`config.mk`:
```
export PLATFORM = sky130hd
export DESIGN_NAME = wb_arbiter
export DESIGN_NICKNAME = d
export VERILOG_FILES = /design/src/rtl/wb_arbiter.sv
export SDC_FILE = /design/constraint.sdc
export NUM_CORES = 1
export LEC_CHECK = 0
export BUFFER_PORTS_ARGS = -buffer_cell sky130_fd_sc_hd__buf_2
export CORE_ASPECT_RATIO = 0.7
export CORE_MARGIN = 3
export CORE_UTILIZATION = 54
export DETAILED_ROUTE_END_ITERATION = 10
export GPL_TIMING_DRIVEN = 0
export PLACE_DENSITY = 0.85
export SETUP_SLACK_MARGIN = 0.02
export SLEW_MARGIN = 20
export SYNTH_ARGS = -nofsm -noshare
export SYNTH_HDL_FRONTEND = slang
export SYNTH_SLANG_ARGS = --single-unit
```
`constraint.sdc`:
```
create_clock -name clk -period 8.9 [get_ports clk]
set_clock_uncertainty 0.2 [all_clocks]
set_input_delay 1.78 -clock clk [delete_from_list [all_inputs] [get_ports clk]]
set_output_delay 1.78 -clock clk [all_outputs]
set_load 0.02 [all_outputs]
```
`src/rtl/wb_arbiter.sv`:
```
`default_nettype none
// ============================================================================
//  Module   : wb_arbiter
//  Purpose  : Arbitrates the single register-file write port between the
//             pipeline write-back stage and a long-latency unit. Long-latency
//             results queue in a small in-order FIFO, drain in idle write-back
//             slots, and an age-based one-cycle pipeline stall forces a drain
//             when the FIFO head has waited too long.
//  Options  : define WB_ARB_BYPASS_EN to let an lu result reaching an idle,
//             empty arbiter be written in the same cycle (no enqueue).
//  Revision : 1.0  initial release
// ============================================================================
module wb_arbiter #(
  parameter int DEPTH    = 2,  // FIFO entries, power of two, >= 2
  parameter int MAX_WAIT = 4   // ungranted head cycles before a forced stall
) (
  input  logic                       clk,
  input  logic                       rst,
  input  logic                       pipe_valid,
  input  logic                       pipe_we,
  input  logic [4:0]                 pipe_rd,
  input  logic [31:0]                pipe_data,
  input  logic                       lu_valid,
  input  logic [4:0]                 lu_rd,
  input  logic [31:0]                lu_data,
  output logic                       lu_ready,
  output logic                       stall_pipe,
  output logic                       rf_we,
  output logic [4:0]                 rf_rd,
  output logic [31:0]                rf_data,
  output logic [$clog2(DEPTH):0]     fifo_count
);

  localparam int PW = $clog2(DEPTH);
  localparam int CW = PW + 1;
  localparam int AW = ($clog2(MAX_WAIT + 1) < 1) ? 1 : $clog2(MAX_WAIT + 1);
  localparam logic [CW-1:0] C_DEPTH    = CW'(DEPTH);
  localparam logic [AW-1:0] C_AGE_LAST = AW'(MAX_WAIT - 1);

  // state
  logic [4:0]    rd_mem_q   [DEPTH];
  logic [4:0]    rd_mem_d   [DEPTH];
  logic [31:0]   data_mem_q [DEPTH];
  logic [31:0]   data_mem_d [DEPTH];
  logic [PW-1:0] wr_ptr_q, wr_ptr_d;
  logic [PW-1:0] rd_ptr_q, rd_ptr_d;
  logic [CW-1:0] count_q, count_d;
  logic [AW-1:0] age_q, age_d;
  logic          stall_q, stall_d;

  // per-cycle decisions
  logic pipe_req;
  logic fifo_empty;
  logic lu_accept;
  logic pop;
  logic bypass;
  logic push;

  assign fifo_count = count_q;
  assign stall_pipe = stall_q;
  assign fifo_empty = (count_q == '0);
  assign pipe_req   = pipe_valid & pipe_we & (pipe_rd != 5'd0);
  assign lu_ready   = !rst & (count_q < C_DEPTH);
  assign lu_accept  = lu_valid & lu_ready;

  // Write-port grant: stall drain, then pipe, then FIFO head, then bypass
  always_comb begin
    rf_we   = 1'b0;
    rf_rd   = 5'd0;
    rf_data = 32'd0;
    pop     = 1'b0;
    bypass  = 1'b0;
    if (rst) begin
      rf_we = 1'b0;
    end else if (stall_q) begin
      // a stall is only ever scheduled with a non-empty FIFO
      rf_we   = 1'b1;
      rf_rd   = rd_mem_q[rd_ptr_q];
      rf_data = data_mem_q[rd_ptr_q];
      pop     = 1'b1;
    end else if (pipe_req) begin
      rf_we   = 1'b1;
      rf_rd   = pipe_rd;
      rf_data = pipe_data;
    end else if (!fifo_empty) begin
      rf_we   = 1'b1;
      rf_rd   = rd_mem_q[rd_ptr_q];
      rf_data = data_mem_q[rd_ptr_q];
      pop     = 1'b1;
    end
`ifdef WB_ARB_BYPASS_EN
    else if (lu_accept && (lu_rd != 5'd0)) begin
      rf_we   = 1'b1;
      rf_rd   = lu_rd;
      rf_data = lu_data;
      bypass  = 1'b1;
    end
`endif
  end

  // x0 results are accepted and dropped; bypassed results skip the FIFO
  assign push = lu_accept & (lu_rd != 5'd0) & !bypass;

  // FIFO storage, pointers and occupancy
  always_comb begin
    for (int i = 0; i < DEPTH; i++) begin
      rd_mem_d[i]   = rd_mem_q[i];
      data_mem_d[i] = data_mem_q[i];
    end
    wr_ptr_d = wr_ptr_q;
    rd_ptr_d = rd_ptr_q;
    if (push) begin
      rd_mem_d[wr_ptr_q]   = lu_rd;
      data_mem_d[wr_ptr_q] = lu_data;
      wr_ptr_d             = wr_ptr_q + 1'b1;
    end
    if (pop) begin
      rd_ptr_d = rd_ptr_q + 1'b1;
    end
    count_d = count_q + CW'(push) - CW'(pop);
  end

  // Head age and forced-stall scheduling; a pop always clears both
  always_comb begin
    if (fifo_empty || pop) begin
      age_d = '0;
    end else begin
      age_d = age_q + 1'b1;
    end
    stall_d = (count_d != '0) && !pop && (age_q == C_AGE_LAST);
  end

  // Storage flops carry no reset: contents are only read below count_q
  always_ff @(posedge clk) begin
    for (int i = 0; i < DEPTH; i++) begin
      rd_mem_q[i]   <= rd_mem_d[i];
      data_mem_q[i] <= data_mem_d[i];
    end
  end

  // Control flops with synchronous reset discarding buffered results
  always_ff @(posedge clk) begin
    if (rst) begin
      wr_ptr_q <= '0;
      rd_ptr_q <= '0;
      count_q  <= '0;
      age_q    <= '0;
      stall_q  <= 1'b0;
    end else begin
      wr_ptr_q <= wr_ptr_d;
      rd_ptr_q <= rd_ptr_d;
      count_q  <= count_d;
      age_q    <= age_d;
      stall_q  <= stall_d;
    end
  end

endmodule
`default_nettype wire
```
# Word-level counts from Yosys, hierarchy flattened
# Memory sizes are Yosys's and may differ from the RTL's. A register that Yosys moved wholly into a read port is not among the register bits.
# Index checks and enable logic that the tools add are counted.
# Widths: inputs -> output; s select.
# word_totals
out_inout_bits,42
ff_bits,8
ram_bits,74
in_bits,79
mem_count,2
# memory_table
memory,depth,word_bits,read_ports,rd_ports_with_merged_regs,write_ports,line,source
data_mem_q,2,32,3,1,2,43,logic [31:0] data_mem_q [DEPTH];
rd_mem_q,2,5,3,1,2,41,logic [4:0] rd_mem_q [DEPTH];
# op_classes
add_sub_neg,5
magnitude_cmp,3
bitwise_logic,6
n_mux,27
eq_ne,1
n_reduce_logical,11
# ops
operator,count
$mux 32,5
$bwmux 64,1
$mux 64,1
$demux 32 s1,1
$mux 5,5
$mux 1,11
$bwmux 10,1
$mux 10,1
$reduce_bool 5->1,2
$and 1x1->1,5
$demux 5 s1,1
$add 3x1->3 const B,1
$eq 3x2->1 const B,1
$logic_and 1x1->1,3
$add 1x1->1 const B,2
$add 2x1->2,1
$ge 2x2->1 const B,1
$logic_not 1->1,2
$logic_not 2->1,1
$lt 2x1->1 const B,1
$lt 2x2->1 const B,1
$not 1->2,1
$reduce_bool 2->1,1
$reduce_or 2->1,1
2 further kinds,2

# Logic depth before layout (Yosys ltp)
# depth
depth_word,9
ltp_mapped,10

# Worst setup path before layout
# OpenSTA, ideal clock, no wires.
# synth_path
kind,input to output
startpoint,input port pipe_rd[0]
endpoint,output port rf_data[10]
stages,4
t_required_ns,6.920
path_slack_ns,3.863
t_arrival_ns,3.057
path_cell_list,nor3_1 a311oi_4 clkbuf_1 o32ai_1
# synth_via
elab_chain_len,5
# synth_rtl
element,line,source
"start, declared",21,"input logic [4:0] pipe_rd,"
$reduce_bool 5->1,62,assign pipe_req = pipe_valid & pipe_we & (pipe_rd != 5'd0);
$and 1x1->1,62,
$mux 32,81,end else if (pipe_req) begin
$mux 32,75,end else if (stall_q) begin
$mux 32,73,if (rst) begin
"end, declared",30,"output logic [31:0] rf_data,"
# No other way between the ends.

# Worst setup path after layout
# layout_path
startpoint,input port pipe_rd[0]
endpoint,output port rf_data[7]
# Same word-level chain as after synthesis.

==> metrics.txt <==
CTS buffer count 9; residual overflow from global routing 0; Arr. time, crit path between 3 and 4 ns; max_cap viols 0; Post-synth EDFFs 74; hold_sp age_q[0]; number of global-route vias before repair 2505; clock sink count 83; Worst Hold Path EP age_q[0]; Setup Crit Path Kind in -> out; status finished clean; Crit Path Max Fanout 10; worst vdd ir between 0.1 and 0.15 mV; total I/O pin count between 100 and 150; Setup-failing EPs final 0; Setup crit start kind primary input; Critical Path RT approximately 7 ns; DRT Pass-1 Iters 4; Slowest-stage cell, CP o31ai_4; # resized after CTS 0; Final Power approximately 1.1 mW; clk root buf clkbuf_8; Syn Area/Cell 14.52 sq um; area leader, netlist edfxtp_1; port buffer count 120; final cell count without fillers approximately 480; Cell variety after synth 33; Initial Util 0.5720; Yosys top cell area share 0.6074; Net count, final between 400 and 500; overall die height 74.87 um; Worst-Margin Slew 0.6883 ns; CP Buf/Inv Count 3; Final Hold Fails 0; Area Growth Syn to Fin 27.19%; hold buffer count at cts 0; DRC 0; H-tree depth 3; R2R Path Start fifo_count[1]; Synth area leaders edfxtp_1 61%, mux2i_1 10%, o32ai_1 7.7%; Post-CTS Setup Inserts 0; ratio of final minimum period to clock period 0.5960; Register Area around 0.0024 sq mm; area of the multi-input gates between 0.001 and 0.0015 sq mm; Die X ~100 um; routability cong. 0.7526; Hold Crit Depth 1; WL per Instance roughly 16 um; DR vias 2546; WHS roughly 0.25 ns; Post-DRT Antenna Nets 0; largest net degree at the start of global routing 20; FF-to-FF path depth 10; area of the core 0.006396 sq mm; DP HPWL around 5600 um; CTS tree yes; worst slack at placement ~3.6 ns; worst relative slew slack 0.5391; Yosys warnings 0; Syn Inst Count about 250; cells along the critical path buf_2 -> or3_4 -> o31ai_4 -> buf_6 -> o32ai_1 -> buf_2; FF-to-FF setup slack just over 6 ns; fillers 450; area of the mapped netlist ~0.0037 sq mm; vias per inst roughly 5.3; CP Capture Type output port; Total Wirelength between 7000 and 8000 um; area of the die between 0.007 and 0.008 sq mm; DP Cell Count approximately 470; leakage power roughly 1.9 nW; dominant synthesized flop cell edfxtp_1; Power Density ~230 mW/mm^2; initial DRC count between 150 and 200; RSZ-0062 raised after global routing false; register area share after synthesis 0.6566; most used cell, CP buf_2; layout cells sized above 1 0.3949; Bufs on Longest Clock Path 2; R2R Path End stall_pipe; Fmax approximately 190 MHz; max-slew violation count 0; CP delay by family, top compound AO/OA/AOI/OAI gates; Diodes inserted 0; clock latency on the worst-skew pair 0.33 ns; Worst path max stage delay ~0.5 ns; Async SR Flop Fraction 0; Clk pin slew, worst setup/hold paths roughly 0.07 ns; PnR worst setup slack between 3 and 4 ns; Hold Path Class reg -> reg; total negative setup slack 0 ns; first-pass GRT wire length 12120 um; initial antenna violation count 0; GRT Resource Usage Total 0.2032; Yosys reg bits 83; Final Critical Period 5.305 ns; row cnt 24; syn nets 335
sequential cells by signal, indices dropped and copies added, names as in the netlist, named ones only:
signal      cells
data_mem_q     64
rd_mem_q       10
age_q           3
fifo_count      2
rd_ptr_q        1
stall_pipe      1
wr_ptr_q        1
layout make-up:
type,count,area share
plain buffers,16,0.01990
clock buffers,12,0.02904
clock inverters,4,0.01613
inverters,38,0.03065
multi-input cells,115,0.2226
flip-flops and latches,83,0.5163
well taps,91,0.02447
repair buffers,122,0.1409
per-stage QoR:
step	util	cell area, sq um
finish	0.7275	4653
global placement	0.6837	4373
global route	0.7275	4653
CTS	0.7275	4653
detailed placement	0.6946	4443
floorplan	-	3659
synth_stat cells, drive strengths merged, types with 2 or more instances:
cell,n
buf,10
clkbuf,6
dfxtp,9
edfxtp,74
ha,4
inv,38
mux2,2
mux2i,38
nand2,4
nor2,11
nor3,3
o31ai,4
o32ai,34
power by group:
part	switching, mW	leakage (nW)	internal, mW
logic	0.180	1.07	0.115
clock network	0.124	0.0968	0.158
registers	0.0123	0.751	0.461
total	0.316	1.92	0.735
layout by cell type (no fill, tap or decap), drive strengths merged:
cell type | Yosys | routed
nor3 | 3 | 3
bufinv | 0 | 2
o31ai | 4 | 4
buf | 10 | 132
o311ai | 1 | 1
nor3b | 1 | 1
a21oi | 1 | 1
mux2 | 2 | 2
or4 | 1 | 1
xnor2 | 1 | 1
and4bb | 1 | 1
xor2 | 1 | 1
a311oi | 1 | 1
nor2 | 11 | 11
nand2b | 1 | 1
clkinvlp | 0 | 2
a221oi | 1 | 1
or2 | 1 | 1
o32ai | 34 | 34
ha | 4 | 4
inv | 38 | 38
clkbuf | 6 | 18
mux2i | 38 | 38
or3 | 1 | 1
o211ai | 1 | 1
a2bb2oi | 1 | 1
nor2b | 1 | 1
nand2 | 4 | 4
edfxtp | 74 | 74
dfxtp | 9 | 9
worst reg2reg max path, stage by stage, from the launching register on:
cell      delay (ns)
dfxtp_1         0.37
or2_1           0.31
a311oi_4        0.30
buf_2           0.31
nor2_1          0.07
ha_1            0.29
inv_1           0.04
ha_1            0.18
xor2_1          0.15
xnor2_1         0.15
a221oi_1        0.23
cells by family (layout without fill, tap and decap cells):
group                    after synthesis  in the layout  synth area share
buffers and inverters                 54            192           0.06429
flip-flops                            83             83            0.6566
adder cells (fa/ha/maj)                4              4           0.01368
XOR/XNOR                               2              2          0.004789
AO/OA/AOI/OAI                         44             44            0.1153
multiplexers                          40             40            0.1101
AND/OR/NAND/NOR                       25             25           0.03523
metal layers:
| metal | track usage | vias to the layer above | share of wire |
|---|---|---|---|
| met1 | 0.2568 | 1205 | 0.44 |
| met5 | 0 | - | 0 |
| met4 | 0.07080 | 0 | 0.012 |
| li1 | - | 1234 | - |
| met2 | 0.3491 | 96 | 0.48 |
| met3 | 0.05398 | 11 | 0.067 |
worst max path at each step:
stage	start	end	cells after the start
6_report	pipe_rd[0]	rf_data[7]	6
5_1_grt	pipe_rd[0]	rf_data[7]	6
4_1_cts	pipe_rd[0]	rf_data[7]	6
3_5_place_dp	pipe_rd[0]	rf_data[7]	6
3_3_place_gp	rst	data_mem_q[0][20]	5
2_1_floorplan	pipe_rd[0]	rf_data[10]	4
(Power assumes the default switching activity.)
